**src/rtl/ascii_write_scheduler.sv**
```systemverilog
// Owns the text-buffer write port. CPU stores win arbitration; a register-dump engine
// fills the remaining slots with one 8-hex-digit row per architectural register.
module ascii_write_scheduler #(
  parameter int                   WORD_SIZE = 32,
  parameter int                   ADDR_W    = 13,
  parameter int                   COLS      = 80,
  parameter int                   NUM_REGS  = 32,
  parameter logic [WORD_SIZE-9:0] ATTR      = 24'hFFFFFF
) (
  input  logic                 clk,
  input  logic                 rst,
  input  logic                 dump_start,
  output logic                 dump_busy,
  output logic                 dump_done,
  output logic [4:0]           dbg_reg_addr,
  input  logic [WORD_SIZE-1:0] dbg_reg_data,
  input  logic                 cpu_req,
  input  logic [ADDR_W-1:0]    cpu_addr,
  input  logic [WORD_SIZE-1:0] cpu_data,
  output logic                 cpu_ack,
  output logic                 ascii_write_en,
  output logic [ADDR_W-1:0]    ascii_write_address,
  output logic [WORD_SIZE-1:0] ascii_input
);
  typedef enum logic [2:0] {S_IDLE, S_ADDR, S_LATCH, S_EMIT, S_DONE} state_e;

  localparam logic [4:0] LAST_REG = 5'(NUM_REGS - 1);

  state_e               state_q, state_d;
  logic [4:0]           reg_idx_q, reg_idx_d;
  logic [2:0]           nibble_idx_q, nibble_idx_d;
  logic [WORD_SIZE-1:0] capture_q, capture_d;
  logic [4:0]           dbg_addr_q, dbg_addr_d;
  logic                 we_q, we_d;
  logic                 ack_q, ack_d;
  logic [ADDR_W-1:0]    waddr_q, waddr_d;
  logic [WORD_SIZE-1:0] wdata_q, wdata_d;

  logic                 cpu_grant;
  logic                 dump_grant;
  logic [2:0]           nibble_sel;
  logic [3:0]           nibble;
  logic [ADDR_W-1:0]    dump_addr;

  function automatic logic [7:0] hex_char(input logic [3:0] n);
    return (n < 4'd10) ? (8'h30 + {4'h0, n}) : (8'h37 + {4'h0, n});
  endfunction

  // The ~ack term caps the CPU at one write every two cycles, so the dump always progresses.
  assign cpu_grant  = cpu_req & ~ack_q;
  assign dump_grant = (state_q == S_EMIT) & ~cpu_grant;

  assign nibble_sel = 3'd7 - nibble_idx_q;
  assign nibble     = capture_q[{nibble_sel, 2'b00} +: 4];
  assign dump_addr  = ADDR_W'(32'(reg_idx_q) * 32'(COLS) + 32'(nibble_idx_q));

  always_comb begin
    // NOTE: every target gets a default before any branch, so no path can infer a latch.
    state_d      = state_q;
    reg_idx_d    = reg_idx_q;
    nibble_idx_d = nibble_idx_q;
    capture_d    = capture_q;
    dbg_addr_d   = dbg_addr_q;
    we_d         = 1'b0;
    waddr_d      = waddr_q;
    wdata_d      = wdata_q;
    ack_d        = cpu_grant;

    if (cpu_grant) begin
      we_d    = 1'b1;
      waddr_d = cpu_addr;
      wdata_d = cpu_data;
    end else if (dump_grant) begin
      we_d    = 1'b1;
      waddr_d = dump_addr;
      wdata_d = {hex_char(nibble), ATTR};
    end

    case (state_q)
      S_IDLE: begin
        if (dump_start) begin
          reg_idx_d = '0;
          state_d   = S_ADDR;
        end
      end
      S_ADDR: begin
        dbg_addr_d = reg_idx_q;
        state_d    = S_LATCH;
      end
      S_LATCH: begin
        capture_d    = dbg_reg_data;
        nibble_idx_d = '0;
        state_d      = S_EMIT;
      end
      S_EMIT: begin
        if (dump_grant) begin
          nibble_idx_d = nibble_idx_q + 3'd1;
          if (nibble_idx_q == 3'd7) begin
            if (reg_idx_q == LAST_REG) begin
              state_d = S_DONE;
            end else begin
              reg_idx_d = reg_idx_q + 5'd1;
              state_d   = S_ADDR;
            end
          end
        end
      end
      S_DONE:  state_d = S_IDLE;
      default: state_d = S_IDLE;
    endcase
  end

  // NOTE: flops use non-blocking assignments so every register samples pre-edge values.
  always_ff @(posedge clk or negedge rst) begin
    if (!rst) begin
      state_q      <= S_IDLE;
      reg_idx_q    <= '0;
      nibble_idx_q <= '0;
      capture_q    <= '0;
      dbg_addr_q   <= '0;
      we_q         <= 1'b0;
      ack_q        <= 1'b0;
      waddr_q      <= '0;
      wdata_q      <= '0;
    end else begin
      state_q      <= state_d;
      reg_idx_q    <= reg_idx_d;
      nibble_idx_q <= nibble_idx_d;
      capture_q    <= capture_d;
      dbg_addr_q   <= dbg_addr_d;
      we_q         <= we_d;
      ack_q        <= ack_d;
      waddr_q      <= waddr_d;
      wdata_q      <= wdata_d;
    end
  end

  assign dump_busy           = (state_q != S_IDLE);
  assign dump_done           = (state_q == S_DONE);
  assign dbg_reg_addr        = dbg_addr_q;
  assign cpu_ack             = ack_q;
  assign ascii_write_en      = we_q;
  assign ascii_write_address = waddr_q;
  assign ascii_input         = wdata_q;

endmodule

```
**config.mk**
```make
export PLATFORM = sky130hd
export DESIGN_NAME = ascii_write_scheduler
export DESIGN_NICKNAME = d
export VERILOG_FILES = /design/src/rtl/ascii_write_scheduler.sv
export SDC_FILE = /design/constraint.sdc
export NUM_CORES = 1
export LEC_CHECK = 0
export ABC_CLOCK_PERIOD_IN_PS = 2300
export CORE_MARGIN = 2
export CORE_UTILIZATION = 47
export CTS_CLUSTER_SIZE = 20
export DETAILED_ROUTE_END_ITERATION = 6
export GPL_ROUTABILITY_DRIVEN = 0
export PLACE_DENSITY = 0.85
export SETUP_SLACK_MARGIN = 0.15
export SLEW_MARGIN = 20
export SYNTH_ARGS = -nofsm -noshare
export SYNTH_HDL_FRONTEND = slang
export SYNTH_SLANG_ARGS = --single-unit
```
**constraint.sdc**
```tcl
create_clock -name clk -period 2.3 [get_ports clk]
set_input_delay 0.23 -clock clk [delete_from_list [all_inputs] [get_ports clk]]
set_output_delay 0.23 -clock clk [all_outputs]
set_load 0.005 [all_outputs]
```
* Word-level counts from Yosys, hierarchy flattened
Index checks and enable logic that the tools add are counted.
** Word-level totals
- Register bits after elaboration :: 95
- Input bits :: 81
- Output and inout port bits :: 54
- Logic and storage cells :: 59
** Cells by class
- Add/subtract/negate cells :: 6
- Multipliers :: 1
- Magnitude comparators :: 1
- Eq/ne operators :: 10
- Shift operators :: 1
- Muxes and demuxes :: 19
- Bitwise gates (word level) :: 4
- Reductions and logical operators :: 8
** Operators by type and width (count)
- $mux 32 :: 2
- $shiftx 32x6->4 :: 1
- $mux 13 :: 2
- $mux 5 :: 4
- $mux 3 :: 5
- $add 6x4->7 const A :: 2
- $add 12x3->13 :: 1
- $pmux 3 s4 :: 1
- $pmux 5 s2 :: 1
- $mul 5x3->8 const B :: 1
- $mux 7 :: 1
- $eq 3x2->1 const B :: 2
- $eq 3x3->1 const B :: 2
- $ne 2x2->1 const B :: 3
- $pmux 3 s2 :: 1
- $reduce_bool 2->1 :: 3
- $add 5x1->5 const B :: 1
- $eq 5x5->1 const B :: 1
- $reduce_and 5->1 :: 1
- $lt 4x4->1 const B :: 1
- $add 3x1->3 const B :: 1
- $eq 3x1->1 const B :: 1
- $logic_not 3->1 :: 1
- $reduce_and 3->1 :: 1
- other kinds (7) :: 10

* Longest topological paths before layout
- Depth after elaboration :: 6
- Mapped depth :: 8
- Mapped depth without buffers :: 8

* Least setup slack after synthesis
Ideal clock, no wire load.
- Path type :: reg-to-reg
- Start :: register nibble_idx_q[0]
- End :: register wdata_q[28], in the netlist ascii_input[28]
- Setup time :: 0.121 ns
- Data arrival time :: 1.917 ns
- Data required time :: 2.179 ns
- Setup slack :: 0.262 ns
- Cell stages (with the launch flop) :: 9
- Path buffers :: 2
- Clock period less this slack :: 2.038 ns
- Cell sequence :: dfrtp_1 buf_6 buf_12 mux2i_1 mux4_2 ha_1 o21ai_2 nand3_2 a22o_1
** On the way
- Word-level cells in the longest chain between the ends :: 6
- Elaborated cells between the ends (all ways) :: 8
- Classes of those cells :: 3 x add/sub; 1 x order compare; 1 x shift; 3 x mux
** RTL lines
- from (decl) :: line 31 : logic [2:0] nibble_idx_q, nibble_idx_d;
- from (signal assigned) :: line 128 : nibble_idx_q <= nibble_idx_d;
- $sub 3x3->3 (*) :: line 53 : assign nibble_sel = 3'd7 - nibble_idx_q;
- $shiftx 32x6->4 (*) :: line 54 : assign nibble = capture_q[{nibble_sel, 2'b00} +: 4];
- $add 6x4->7 / $lt 4x4->1 (equally long branches) :: line 46 : return (n < 4'd10) ? (8'h30 + {4'h0, n}) : (8'h37 + {4'h0, n});
- $mux 7 (*) :: line 46
- $mux 32 (*) :: line 73 : end else if (dump_grant) begin
- $mux 32 (*) :: line 69 : if (cpu_grant) begin
- to (signal assigned) :: line 134 : wdata_q <= wdata_d;
- to (decl) :: line 37 : logic [WORD_SIZE-1:0] wdata_q, wdata_d;
Mark *: on every way between the ends. The rest lies on a longest branch, timed or not. The select of a mux whose other input is x is not followed.
A chain may end at the register's enable or synchronous reset.

* Worst setup path after layout
- Start :: register nibble_idx_q[0]
- End :: register wdata_q[26], in the netlist ascii_input[26]
Same word-level chain as after synthesis.

==> flow_metrics.py <==
metrics = {
    "floorplanning": {
        "dieArea_sq_um": 9931,
        "die_width_um": 99.66,
        "initial_utilization_pct": 48.83,
        "core_area_sq_um": 8806,
        "die_height_um": 99.66,
        "floorplan.io_pins": 135,
        "placement_rows": 34,
    },
    "synth": {
        "mean_instance_size_in_the_synthesized_netlist_sq_um": 10.49,
        "ys.warnings.count": 0,
        "synthesis.instances": 410,
        "proportion_of_synthesized_flip_flops_having_asynchronous_set_or_reset_pct": 100.0,
        "postSynthRegisterBits": 95,
        "synth_seq_area_share_pct": 55.28,
        "synth.distinct_cells": 50,
        "synth_area_sq_um": 4300,
        "edff_count_synth": 0,
        "synth_ff_type": "sky130_fd_sc_hd__dfrtp_1",
        "synth_fp_nets": 503,
    },
    "global_routing": {
        "global_route.usage.total_pct": 22.76,
        "grt_max_degree": 50,
        "grt_pass1_wl_mm": 17.72,
        "overflow": 0,
        "antenna_found_initial": 0,
        "first_global_vias": 3658,
    },
    "layout": {
        "final_util_pct": 67.79,
        "num-fill-cells": 669,
        "design.final.nets": 638,
        "syn_to_final_growth_pct": 38.81,
        "fin_cells": 656,
        "finalInstanceArea_sq_um": 5969,
        "num_antenna_cells": 0,
        "final_layout_size_suffix_gt1_share_pct": 8.942,
    },
    "clock_network": {
        "htreeDepth": 3,
        "clock_tree_from_tritoncts": "built",
        "total_clock_buffers_created_by_cts": 9,
        "clkSlewWorstSetupHoldPaths_ns": 0.09,
        "cts-root-to-sink-buffers": 2,
        "cts.sinks": 95,
        "clk-insertion-delay-late_ns": 0.35,
        "clock-root-buffer": "sky130_fd_sc_hd__clkbuf_8",
    },
    "drt": {
        "number_of_nets_still_failing_antenna_checks_after_routing": 0,
        "drt_first_pass_iters": 4,
        "route.detailed.drc": 0,
        "wire_per_inst_um": 16.48,
        "detailedRoute.firstIterationViolations": 236,
        "postRouteWirelength_mm": 10.81,
        "via_count": 3555,
        "via_per_inst": 5.419,
    },
    "flow_run": {
        "maxCapViolations": 0,
    },
    "timing": {
        "final_max_slew_viol_count": 0,
        "max_slew_margin_pct": 56.91,
        "report.final.hold_viol_count": 0,
        "slew_at_the_pin_closest_to_its_max_slew_limit_ns": 0.6448,
        "setup_viol_count_final": 0,
        "fin_setup_tns_ns": 0,
        "max_clock_freq_ghz": 0.4839,
        "final_min_period_over_clock_period_pct": 89.84,
        "worst_clock_skew_on_the_final_layout_ns": 0.007635,
        "rsz0062_at_grt": "true",
        "timing.final.crit_period_ns": 2.066,
    },
    "placement": {
        "io_buffers": 134,
        "hpwlAfterDp_mm": 7.991,
        "dpl-instance-area_sq_um": 5738,
        "post-place-cells": 640,
    },
    "min_path": {
        "worst_hold_path_type": "input port to flop",
    },
    "setup_path": {
        "r2r_setup_slack_ns": 0.23,
        "worst_setup_path_start_kind": "flop",
        "worst_ep_required_time_ns": 2.53,
        "end_kind": "flop",
        "maximum_fanout_along_the_worst_path": 9,
        "worst-endpoint-arrival_ns": 2.30,
        "worst-setup-path-type": "flop to flop",
    },
    "pwr": {
        "power_density_nw_per_um2": 1072,
        "total_power_mw": 6.397,
        "static-leakage-power_nw": 2.627,
        "ir_worst_vdd_v": 0.0005418,
    },
    "outcome": {
        "run_status": "finished, final reports clean",
    },
}
[layer usage]
metal  vias up  share of wire (%)  track usage (%)
met2       128                 51            38.25
met4         0                2.3            8.641
met3        21                5.2            4.427
met5         -                  0                0
met1      1726                 42            29.35
li1       1680                  -                -
[per-stage QoR]
stage	hold slack, ns	setup WS [ns]
floorplan	-0.06559	0.2623
global placement	0.2810	0.3026
detailed placement	0.2927	0.1931
CTS	0.3838	0.1671
global route	0.3845	0.06112
finish	0.4029	0.2336
[flip-flops by register name, indices dropped and copies added (netlist names)]
signal	count
ascii_write_address	13
ascii_write_en	1
nibble_idx_q	3
ascii_input	32
reg_idx_q	5
state_q	3
capture_q	32
cpu_ack	1
dbg_reg_addr	5
[power breakdown]
part / switching (mW) / internal [mW] / leakage (nW)
logic: 1.28 / 1.37 / 1.43
clock network: 0.545 / 0.599 / 0.0982
registers: 0.387 / 2.22 / 1.10
total: 2.21 / 4.19 / 2.63
[synth_stat cells (2+ instances only)]
library cell | n | area, sq um
sky130_fd_sc_hd__nand3_1 | 5 | 25.02
sky130_fd_sc_hd__mux2_2 | 5 | 56.30
sky130_fd_sc_hd__a21o_1 | 3 | 22.52
sky130_fd_sc_hd__o22a_1 | 24 | 210.2
sky130_fd_sc_hd__nor2_1 | 21 | 78.83
sky130_fd_sc_hd__inv_1 | 5 | 18.77
sky130_fd_sc_hd__nand4_1 | 2 | 12.51
sky130_fd_sc_hd__mux4_2 | 3 | 67.56
sky130_fd_sc_hd__a22o_1 | 5 | 43.79
sky130_fd_sc_hd__a21oi_1 | 9 | 45.04
sky130_fd_sc_hd__clkbuf_1 | 13 | 48.80
sky130_fd_sc_hd__ha_1 | 11 | 137.6
sky130_fd_sc_hd__o21ai_0 | 8 | 40.04
sky130_fd_sc_hd__buf_2 | 5 | 25.02
sky130_fd_sc_hd__and3_1 | 2 | 12.51
sky130_fd_sc_hd__a41oi_1 | 2 | 17.52
sky130_fd_sc_hd__a22oi_1 | 3 | 22.52
sky130_fd_sc_hd__buf_6 | 2 | 22.52
sky130_fd_sc_hd__a31oi_1 | 10 | 62.56
sky130_fd_sc_hd__nor3_1 | 2 | 10.01
sky130_fd_sc_hd__inv_2 | 2 | 7.510
sky130_fd_sc_hd__nor2b_1 | 4 | 25.02
sky130_fd_sc_hd__mux2i_1 | 10 | 100.1
sky130_fd_sc_hd__nand2_1 | 130 | 488.0
sky130_fd_sc_hd__mux4_1 | 2 | 52.55
sky130_fd_sc_hd__xor2_1 | 2 | 17.52
sky130_fd_sc_hd__dfrtp_1 | 95 | 2377
sky130_fd_sc_hd__nor3b_1 | 2 | 15.01
sky130_fd_sc_hd__o21a_1 | 2 | 15.01
[path summary, 6_finish.rpt]
path | from | end | depth (start not counted)
setup / recovery | nibble_idx_q[0] | ascii_input[26] | 7
hold reg to reg | capture_q[4] | capture_q[4] | 2
max in group asynchronous | rst | ascii_input[29] | 3
hold / removal | dbg_reg_data[23] | capture_q[23] | 3
setup reg to reg | nibble_idx_q[0] | ascii_input[26] | 7
min in group asynchronous | rst | capture_q[3] | 2
[critical path, stage by stage (launching register included)]
cell                      delay [ns]
sky130_fd_sc_hd__dfrtp_1        0.36
sky130_fd_sc_hd__buf_4          0.19
sky130_fd_sc_hd__mux4_1         0.59
sky130_fd_sc_hd__mux2i_2        0.22
sky130_fd_sc_hd__ha_2           0.25
sky130_fd_sc_hd__a41oi_1        0.10
sky130_fd_sc_hd__a31oi_1        0.16
sky130_fd_sc_hd__o21ai_1        0.07
[cells by family after synthesis]
family / after synthesis / share of synthesized area, %
simple gates: 175 / 17.17
flops: 95 / 55.28
compound gates: 73 / 12.42
buf+inv: 31 / 3.899
mux: 21 / 6.954
fa+ha+maj: 12 / 3.666
xor+xnor: 3 / 0.6111
[layout make-up]
cell class | instances | area (sq um) | share of cell area [%]
Inverter | 7 | 26.28 | 0.4402
Clock inverter | 4 | 72.57 | 1.216
Timing Repair Buffer | 148 | 1459 | 24.44
Clock buffer | 10 | 127.6 | 2.138
Sequential cell | 95 | 2380 | 39.87
Multi-Input combinational cell | 284 | 1769 | 29.64
Tap cell | 108 | 135.1 | 2.264
[layout by cell type, fill, tap and decap left out, types with 3 or more instances in the layout]
cell and count:
sky130_fd_sc_hd__dfrtp_1 93, sky130_fd_sc_hd__mux2i_1 9, sky130_fd_sc_hd__inv_1 5, sky130_fd_sc_hd__a21o_1 3, sky130_fd_sc_hd__o21ai_0 7, sky130_fd_sc_hd__nand2_1 130
sky130_fd_sc_hd__nand3_1 5, sky130_fd_sc_hd__nor2_1 21, sky130_fd_sc_hd__ha_1 10, sky130_fd_sc_hd__o22a_1 24, sky130_fd_sc_hd__buf_4 13, sky130_fd_sc_hd__clkbuf_8 9
sky130_fd_sc_hd__a22oi_1 3, sky130_fd_sc_hd__mux2_2 5, sky130_fd_sc_hd__a22o_1 5, sky130_fd_sc_hd__nor2b_1 4, sky130_fd_sc_hd__a31oi_1 10, sky130_fd_sc_hd__a21oi_1 9
sky130_fd_sc_hd__clkdlybuf4s50_1 133, sky130_fd_sc_hd__mux4_2 3
[what timing repair did]
action / 4_1_cts / 5_1_grt
setup buffers: 0 / 1
setup endpoints to repair: 0 / 4
resized for setup: 0 / 6
hold endpoints to repair: 48 / 0
hold buffers: 1 / 0
(Power assumes the default switching activity.)
